[src/rtl/mem_port_arbiter.sv]
// rtl/mem_port_arbiter.sv - shares one unified I/D memory port between fetch and data requesters
// Optional wait-cycle counters: define ARB_PERF_CNT_EN to add perf_if_wait / perf_d_wait.
module mem_port_arbiter #(
    parameter int ADDR_W       = 32,
    parameter int DATA_W       = 32,
    parameter int MAX_D_STREAK = 4
) (
    input  logic              clk,
    input  logic              rst,
    input  logic              if_req,
    input  logic [ADDR_W-1:0] if_addr,
    input  logic              if_flush,
    output logic              if_ack,
    output logic [DATA_W-1:0] if_rdata,
    input  logic              d_req,
    input  logic              d_we,
    input  logic [ADDR_W-1:0] d_addr,
    input  logic [DATA_W-1:0] d_wdata,
    output logic              d_ack,
    output logic [DATA_W-1:0] d_rdata,
    output logic              mem_req,
    output logic              mem_we,
    output logic [ADDR_W-1:0] mem_addr,
    output logic [DATA_W-1:0] mem_wdata,
    input  logic              mem_ready,
    input  logic [DATA_W-1:0] mem_rdata
`ifdef ARB_PERF_CNT_EN
    ,
    output logic [31:0]       perf_if_wait,
    output logic [31:0]       perf_d_wait
`endif
);

    typedef enum logic [2:0] {
        IDLE   = 3'd0,
        BUSY_I = 3'd1,
        BUSY_D = 3'd2,
        RESP_I = 3'd3,
        RESP_D = 3'd4
    } state_t;

    localparam logic [3:0] STREAK_MAX = 4'(MAX_D_STREAK);

    state_t     state;
    state_t     state_nxt;
    logic [3:0] streak;
    logic       drop;
    logic       grant_d;
    logic       grant_i;
    logic       drop_now;

    // Data wins ties unless it has already starved a waiting fetch for STREAK_MAX grants.
    always_comb begin
        grant_d = 1'b0;
        grant_i = 1'b0;
        if (state == IDLE) begin
            if (d_req && !(if_req && (streak == STREAK_MAX))) begin
                grant_d = 1'b1;
            end else if (if_req) begin
                grant_i = 1'b1;
            end
        end
    end

    assign drop_now = drop || if_flush;

    always_ff @(posedge clk or posedge rst) begin
        if (rst) begin
            state <= IDLE;
        end else begin
            state <= state_nxt;
        end
    end

    always_comb begin
        state_nxt = state;
        case (state)
            IDLE: begin
                if (grant_d) begin
                    state_nxt = BUSY_D;
                end else if (grant_i) begin
                    state_nxt = BUSY_I;
                end
            end
            BUSY_I: begin
                if (mem_ready) begin
                    state_nxt = drop_now ? IDLE : RESP_I;
                end
            end
            BUSY_D: begin
                if (mem_ready) begin
                    state_nxt = RESP_D;
                end
            end
            RESP_I:  state_nxt = IDLE;
            RESP_D:  state_nxt = IDLE;
            default: state_nxt = IDLE;
        endcase
    end

    always_comb begin
        if_ack = (state == RESP_I);
        d_ack  = (state == RESP_D);
    end

    always_ff @(posedge clk or posedge rst) begin
        if (rst) begin
            mem_req   <= 1'b0;
            mem_we    <= 1'b0;
            mem_addr  <= '0;
            mem_wdata <= '0;
            if_rdata  <= '0;
            d_rdata   <= '0;
            streak    <= '0;
            drop      <= 1'b0;
        end else begin
            if (grant_d) begin
                mem_req   <= 1'b1;
                mem_we    <= d_we;
                mem_addr  <= d_addr;
                mem_wdata <= d_wdata;
                if (if_req) begin
                    streak <= (streak == STREAK_MAX) ? streak : streak + 4'd1;
                end else begin
                    streak <= '0;
                end
            end else if (grant_i) begin
                mem_req   <= 1'b1;
                mem_we    <= 1'b0;
                mem_addr  <= if_addr;
                mem_wdata <= '0;
                streak    <= '0;
            end

            // A flushed fetch still waits for the memory, then is discarded silently.
            if (state == BUSY_I) begin
                if (if_flush) begin
                    drop <= 1'b1;
                end
                if (mem_ready) begin
                    mem_req <= 1'b0;
                    drop    <= 1'b0;
                    if (!drop_now) begin
                        if_rdata <= mem_rdata;
                    end
                end
            end

            if ((state == BUSY_D) && mem_ready) begin
                mem_req <= 1'b0;
                if (!mem_we) begin
                    d_rdata <= mem_rdata;
                end
            end
        end
    end

`ifdef ARB_PERF_CNT_EN
    always_ff @(posedge clk or posedge rst) begin
        if (rst) begin
            perf_if_wait <= '0;
            perf_d_wait  <= '0;
        end else begin
            if (if_req && (state != RESP_I)) begin
                perf_if_wait <= perf_if_wait + 32'd1;
            end
            if (d_req && (state != RESP_D)) begin
                perf_d_wait <= perf_d_wait + 32'd1;
            end
        end
    end
`endif

endmodule

[config.mk]
export PLATFORM = sky130hd
export DESIGN_NAME = mem_port_arbiter
export DESIGN_NICKNAME = d
export VERILOG_FILES = /design/src/rtl/mem_port_arbiter.sv
export SDC_FILE = /design/constraint.sdc
export NUM_CORES = 1
export LEC_CHECK = 0
export CORE_MARGIN = 2
export CORE_UTILIZATION = 38
export DETAILED_ROUTE_END_ITERATION = 16
export PLACE_DENSITY = 0.77
export SYNTH_ARGS = -nofsm -noshare
export SYNTH_HDL_FRONTEND = slang
export SYNTH_SLANG_ARGS = --single-unit
export TNS_END_PERCENT = 1
[constraint.sdc]
create_clock -name clk -period 4.3 [get_ports clk]
set_clock_uncertainty 0.05 [all_clocks]
set_input_delay 0.645 -clock clk [delete_from_list [all_inputs] [get_ports clk]]
set_output_delay 0.645 -clock clk [all_outputs]
set_load 0.02 [all_outputs]
Yosys cells after proc, flatten, opt, wreduce, memory -nomap -nowiden
Index checks and enable logic that the tools add are counted.
- bits in registers: 138
- memories: 0
- memory bits (writable): 0
- input bits: 135
- memory bits (read-only): 0
- word-level logic and storage cells: 62
- bits in latches: 0
- divide/modulo/power cells: 0
- $add $sub $neg: 1
- reductions and logical operators: 13
- shift operators: 0
- bitwise operators: 2
- eq/ne operators: 9
- magnitude comparators: 0
- mux-type cells: 28
- multiply operators: 0
- operators with widths (operator ; number):
    two-way mux 32 bit ; 4
    two-way mux 4 bit ; 4
    two-way mux 1 bit ; 14
    two-way mux 3 bit ; 4
    case mux 3 bit (3 select lines) ; 1
    == test 3 x 2 -> 1 bit (second input constant) ; 2
    inequality test 3 bit (second input constant) ; 2
    AND reduction 2 bit ; 3
    AND reduction 3 bit ; 2
    adder 4 x 1 -> 4 bit (second input constant) ; 1
    == test 4 x 3 -> 1 bit (second input constant) ; 1
    inequality test 2 bit (second input constant) ; 2
    nonzero test 2 bit ; 2
    == test 3 x 1 -> 1 bit (second input constant) ; 1
    == test 3 bit (second input constant) ; 1
    logical AND 1 bit ; 3
    logical NOT 3 bit ; 1
    two-way mux 2 bit ; 1
    inverter 1 bit ; 2
    logical NOT 1 bit ; 1
    logical OR 1 bit ; 1

Depth between registers and ports, before layout
Gate-level depths: netlist of the first run.
- depth after elaboration: 11
- mapped depth: 7
- depth with buffers taken out: 5

Least setup slack after synthesis of the first run
No wires, ideal clock.
- path kind: input port to flip-flop
- start point: in d_req
- end point: reg mem_req
- required time: 4.126 ns
- path buffers: 3
- setup slack: 2.442 ns
- arrival time: 1.684 ns
- library setup time: 0.124 ns
- stages: 6
- cells stage by stage: buf_2 > or2_2 > buf_2 > nand2_1 > buf_2 > a21oi_1
- cells in the longest elaborated chain, start to end: 8
- elaborated cells between the ends (all ways): 10
- classes of those cells: 9 x mux; 1 x reduce/logical
- ends and longest elaborated chain (what ; line ; source):
    from (decl) ; 15 ; input logic d_req,
    logical AND 1 bit * ; 57 ; if (d_req && !(if_req && (streak == STREAK_MAX))) begin
    two-way mux 1 bit ; 57 ;
    two-way mux 1 bit ; 56 ; if (state == IDLE) begin
    two-way mux 1 bit ; 127 ; end else if (grant_i) begin
    two-way mux 1 bit * ; 117 ; if (grant_d) begin
    two-way mux 1 bit ; 140 ; if (mem_ready) begin
    two-way mux 1 bit * ; 136 ; if (state == BUSY_I) begin
    two-way mux 1 bit * ; 149 ; if ((state == BUSY_D) && mem_ready) begin
    to (signal assigned) ; 118 ; mem_req <= 1'b1;
    to (signal assigned) ; 141 ; mem_req <= 1'b0;
    to (signal assigned) ; 150 ; mem_req <= 1'b0;
    to (decl) ; 21 ; output logic mem_req,
Mark *: on every way between the ends. The rest lies on a longest branch, timed or not.
A chain may end at the register's enable or synchronous reset.

Final worst setup path of the first run
- start point: in d_req
- end point: reg state[1]
- cells in the longest elaborated chain, start to end: 5
- elaborated cells between the ends (all ways): 9
- classes of those cells: 1 x eq/ne; 6 x mux; 2 x reduce/logical
- ends and longest elaborated chain (what ; line ; source):
    logical AND 1 bit * ; 57 ;
    two-way mux 1 bit ; 57 ;
    two-way mux 1 bit ; 56 ;
    inequality test 3 bit (no line) / two-way mux 3 bit (equally long branches) ; - ;
    AND reduction 3 bit (no line) / case mux 3 bit (3 select lines) (equally long branches) ; - ;
    to (signal assigned) ; 71 ; state <= state_nxt;
    to (decl) ; 44 ; state_t state;
Marked as above.

==> results of run 1 <==
==> power groups by stage <==
stage	registers, uW	clock network, uW	logic [uW]
after floorplan	2960	0	1210
after global placement	2280	0	3370
after detailed placement	2310	0	3450
after CTS	2300	1430	3460
after global routing	2370	1490	3640
final	2300	1390	3430
==> per-stage QoR <==
step | instances | hold slack [ns]
floorplan | 463 | 0.4557
global placement | 880 | 0.4177
detailed placement | 880 | 0.4319
CTS | 911 | 0.4529
global route | 911 | 0.4671
finish | 911 | 0.4464
==> state kept, by name (all words and copies together) (netlist names) <==
register   flops
d_rdata       32
mem_wdata     32
drop           1
mem_we         1
state          3
mem_req        1
mem_addr      32
if_rdata      32
streak         4
==> how the worst max path moves through the flow <==
stage | endpoint | startpoint
2_1_floorplan | d_rdata[0] | rst
4_1_cts | state[1] | d_req
3_3_place_gp | state[1] | d_req
5_1_grt | state[1] | d_req
6_report | state[1] | d_req
3_5_place_dp | state[1] | d_req
==> cell usage in the layout, fill, tap and decap left out, types with 2 or more instances in the layout <==
master	n
or2_2	3
clkinv_4	3
a31oi_1	2
o2bb2ai_1	2
nor3_1	34
nand4b_1	2
clkbuf_1	2
dfrtp_1	138
and3_1	2
a21oi_1	38
nand2b_1	3
bufinv_16	2
nor2_1	2
nor2b_1	4
nor4_1	33
clkdlybuf4s50_1	266
a2111oi_0	32
clkinvlp_4	4
clkbuf_16	17
clkinv_2	3
nand3_1	2
nor3_4	3
inv_1	4
mux2_2	64
ha_1	2
buf_4	8
a22o_1	33
==> cells by family after synthesis <==
family          after synthesis  synth area share, %
simple gates                 94                9.700
flops                       138                58.71
fa+ha+maj                     2               0.4254
compound gates              111                14.00
buf+inv                      52                4.552
mux                          66                12.61
==> final cells by class <==
| type | instances | area (um2) |
|---|---|---|
| clock inverter | 11 | 123.9 |
| timing repair buffer | 275 | 2743 |
| fill | 1155 | 5943 |
| clock buffer | 20 | 446.7 |
| sequential | 138 | 3453 |
| multi-input combinational | 273 | 2175 |
| inverter | 6 | 26.28 |
| tap | 188 | 235.2 |
==> layer usage <==
metal / global-route usage (%) / routed length (um)
met1: 25.12 / 6785
met2: 33.95 / 8368
met3: 6.445 / 1542
met4: 8.016 / 420
met5: 0 / 0
==> critical path, cell delays in order <==
cell and delay, ns:
clkdlybuf4s50_1 0.88, clkinv_1 0.58, buf_4 0.38, or4_1 0.49
a31oi_1 0.17
==> results.json, run 1 <==
{
  "worstHoldPathCells": 1,
  "cp_data_arrival_time_ns": 3.14,
  "io_pins": 267,
  "grt_pass1_wl_um": 26590,
  "critPathMaxFanout": 21,
  "synth_top_area_share_pct": 58.71,
  "syn_inst": 463,
  "clockBufferDepth": 2,
  "reg2regPathDepth": 6,
  "synth_cell_types": 36,
  "pre_cts_slack_ns": 1.068,
  "syn-num-nets": 600,
  "critical_path.startpoint_type": "primary input",
  "r2r_start": "streak[0]",
  "rows": 45,
  "r2r-end": "mem_addr[25]",
  "setup_ws_ns": 1.440,
  "setup-violations-final": 0,
  "cts_made_buffers": 17,
  "grt_setup_unrepaired": "no",
  "drv_slew": 0,
  "synth_area_per_cell_um2": 12.70,
  "fin_util_pct": 60.76,
  "cp.required_ns": 4.58,
  "placedInstanceArea_um2": 8632,
  "postCtsSetupBuffers": 0,
  "p_seq_share_pct": 32.3,
  "core_area_um2": 15150,
  "hold_class": "reg2reg",
  "post-route-cell-area_um2": 9203,
  "drive_above_1_share_pct": 15.49,
  "fin_total_pwr_uw": 7124,
  "finish.net_count": 848,
  "yosys-top-cells-count": "138 x dfrtp_1, 64 x mux2_2, 38 x a21oi_1, 34 x nor3_1",
  "slew_headroom_pct": 16.41,
  "fmax_mhz": 349.6,
  "postCtsHoldBufs": 0,
  "cts_tree": "built",
  "dr.first_iter.drc_count": 216,
  "yosysSeqAreaShare_pct": 58.71,
  "pwr-share-comb_pct": 48.1,
  "grt_overflow_total": 0,
  "finalWirelength_um": 17120,
  "synth.largest_area_cell": "dfrtp_1",
  "place.gp.congestion": 0.8821,
  "vias": 4980,
  "whs_endpoint": "mem_wdata[15]",
  "dpl.hpwl_um": 11620,
  "drtAntennaViolNets": 0,
  "tightest_slew_ns": 1.253,
  "p_per_area_nw_per_um2": 774.2,
  "insertedDiodeCount": 0,
  "dr.pass1.iters": 4,
  "vias_per_cell": 5.467,
  "syn_area_um2": 5882,
  "dieHeight_um": 128.4,
  "place.port_buffers": 266,
  "synth.most_common_cell": "dfrtp_1",
  "min_from": "mem_wdata[15]",
  "ys_ff_latch": 138,
  "synth-main-ff-cell": "dfrtp_1",
  "initial_core_util_pct": 38.84,
  "root_buffer": "clkbuf_16",
  "min_period_over_period_pct": 66.51,
  "antenna_found_initial": 0,
  "maxCapViolations": 0,
  "ir_drop_mv": 0.3605,
  "p_clk_share_pct": 19.6,
  "synthTopCellsByArea": "dfrtp_1 59%, mux2_2 12%, a22o_1 4.9%",
  "first_global_vias": 5180,
  "cts-htree-levels": 4,
  "p_sw_uw": 2639,
  "yosys_warnings": 0,
  "synth_edf_count": 0,
  "wl_per_cell_um": 18.79,
  "die_area_um2": 16490,
  "cts_resized": 0,
  "leakage_uw": 0.003708,
  "hold_viol_final": 0,
  "area_growth_syn_to_layout_pct": 56.46,
  "min_period_ns": 2.860,
  "outcome": "finished clean",
  "grt.total_usage_pct": 20.49,
  "cts.sinks": 138,
  "reg2reg_slack_ns": 1.93,
  "clk_transition_reported_paths_ns": 0.06,
  "setup_tns_ns": 0,
  "grt_max_degree": 139,
  "async_flop_share_pct": 100.0,
  "clock_latency_ns": 0.41,
  "p_int_uw": 4486,
  "crit_path_end_kind": "register",
  "drc": 0,
  "p_sw_share_pct": 37.04,
  "dieWidth_um": 128.4,
  "crit_type": "in2reg"
}
(Power assumes the default switching activity.)
==> inputs of run 2 (changes only) <==
- clock period: 4.3 -> 2.4 ns (I/O delays scaled with it)
==> run 2 against run 1 <==
Utilization rose by 0.67 points. Setup slack got worse by 1.3 ns. Sequential cell count unchanged. Register-to-register slack worse by 1.5 ns. Wire length grew 2.9%. Total power up 80%. Largest cell class unchanged. Highest routed layer unchanged.
==> results.json, run 2 (synthesis gave the netlist of run 1 again) <==
{
  "outcome": "finished clean",
  "antenna_found_initial": 0,
  "drive_above_1_share_pct": 16.89,
  "postCtsHoldBufs": 0,
  "slowest_delay_ns": 0.62,
  "maxCapViolations": 0,
  "insertedDiodeCount": 0,
  "p_seq_share_pct": 32.0,
  "cp_num_buf_inv": 3,
  "first_global_vias": 5269,
  "place.port_buffers": 266,
  "cts.sinks": 138,
  "path_cells": "buf_4, inv_1, and3_1, clkdlybuf4s50_1",
  "layout_commonest_cell": "clkdlybuf4s50_1",
  "p_per_area_nw_per_um2": 1375,
  "most-common-layout-cells": "265 x clkdlybuf4s50_1, 138 x dfrtp_1, 64 x mux2_2, 38 x a21oi_1, 34 x nor3_1",
  "grt_overflow_total": 0,
  "dr.first_iter.drc_count": 273,
  "min_period_ns": 2.240,
  "reg2regPathDepth": 4,
  "critical_path.startpoint_type": "register",
  "dieHeight_um": 128.4,
  "dieWidth_um": 128.4,
  "setup-violations-final": 0,
  "setup_tns_ns": 0,
  "p_clk_share_pct": 18.4,
  "p_int_uw": 7983,
  "rows": 45,
  "reg2reg_slack_ns": 0.39,
  "grt_max_degree": 69,
  "critical-path-top-delay-family": "buffers and inverters",
  "critPathMaxFanout": 8,
  "post-route-cell-area_um2": 9304,
  "grt_setup_unrepaired": "no",
  "clk_transition_reported_paths_ns": 0.06,
  "cp_slowest_cell": "clkdlybuf4s50_1",
  "finish.net_count": 859,
  "hold_viol_final": 0,
  "fin_util_pct": 61.43,
  "root_buffer": "clkbuf_16",
  "crit_cells": 4,
  "io_pins": 267,
  "cts_resized": 0,
  "area_growth_syn_to_layout_pct": 58.18,
  "cts_made_buffers": 17,
  "crit_type": "reg2out",
  "p_sw_uw": 4813,
  "slew_headroom_pct": 17.86,
  "clockBufferDepth": 2,
  "vias": 5027,
  "finalWirelength_um": 17620,
  "wl_per_cell_um": 19.11,
  "cp.required_ns": 1.99,
  "drc": 0,
  "p_sw_share_pct": 37.61,
  "grt_pass1_wl_um": 27020,
  "crit_path_end_kind": "output port",
  "placedInstanceArea_um2": 8745,
  "postCtsSetupBuffers": 0,
  "cts-htree-levels": 4,
  "clock_latency_ns": 0.41,
  "grt.total_usage_pct": 20.87,
  "pwr-share-comb_pct": 49.6,
  "core_area_um2": 15150,
  "min_period_over_period_pct": 93.32,
  "drtAntennaViolNets": 0,
  "fmax_mhz": 446.5,
  "place.gp.congestion": 0.8078,
  "initial_core_util_pct": 38.84,
  "leakage_uw": 0.003772,
  "die_area_um2": 16490,
  "drv_slew": 0,
  "cts_tree": "built",
  "tightest_slew_ns": 1.231,
  "dpl.hpwl_um": 12190,
  "hold_class": "in2async",
  "vias_per_cell": 5.452,
  "dr.pass1.iters": 4,
  "ir_drop_mv": 0.7418,
  "cp_data_arrival_time_ns": 1.83
}
==> run 2: layer usage <==
| layer | wire length, um | part of all wire [%] | track usage (%) | up-vias |
|---|---|---|---|---|
| met5 | 0 | 0 | 0 | - |
| met4 | 442 | 2.5 | 8.339 | 0 |
| met3 | 1493 | 8.5 | 6.611 | 37 |
| met2 | 8794 | 50 | 35.79 | 248 |
| met1 | 6885 | 39 | 24.41 | 2452 |
| li1 | - | - | - | 2290 |
==> run 2: worst register-to-register path, cell delays in order, from the launching register on <==
cell       delay [ns]
dfrtp_1          0.38
or3_4            0.45
buf_4            0.34
a2111oi_0        0.54
nor3_1           0.11
==> run 2: per-stage QoR <==
stage               hold WS, ns  instances  setup WS (ns)  total power (uW)
detailed placement       0.4324        890        -0.1326             10450
finish                   0.2076        922         0.1604             12800
global placement         0.4191        890       -0.02534             10250
CTS                      0.1968        921        0.01381             12870
global route             0.2227        922        0.04046             13460
floorplan                0.4447        463         0.2689              7460
==> run 2: cell type report <==
class                      instances  area (um2)
clock buffer                      21       470.5
clock inverter                    10       70.07
fill                            1174        5842
inverter                           6       26.28
multi-input combinational        274        2191
sequential                       138        3453
tap                              188       235.2
timing repair buffer             285        2858
==> run 2: power groups by stage <==
stage | clock, uW | combinational [uW] | sequential, uW
final | 2360 | 6340 | 4100
after floorplan | 0 | 2160 | 5300
after global routing | 2520 | 6720 | 4220
after CTS | 2410 | 6360 | 4100
after detailed placement | 0 | 6350 | 4100
after global placement | 0 | 6190 | 4060
==> run 2: final timing paths <==
path | from | end
worst min-delay path | rst | d_rdata[7]
max in group asynchronous | rst | mem_addr[30]
worst max register to register | state[1] | mem_addr[20]
worst max-delay path | state[2] | if_ack
min in group clk | d_rdata[24] | d_rdata[24]
worst min register to register | d_rdata[24] | d_rdata[24]
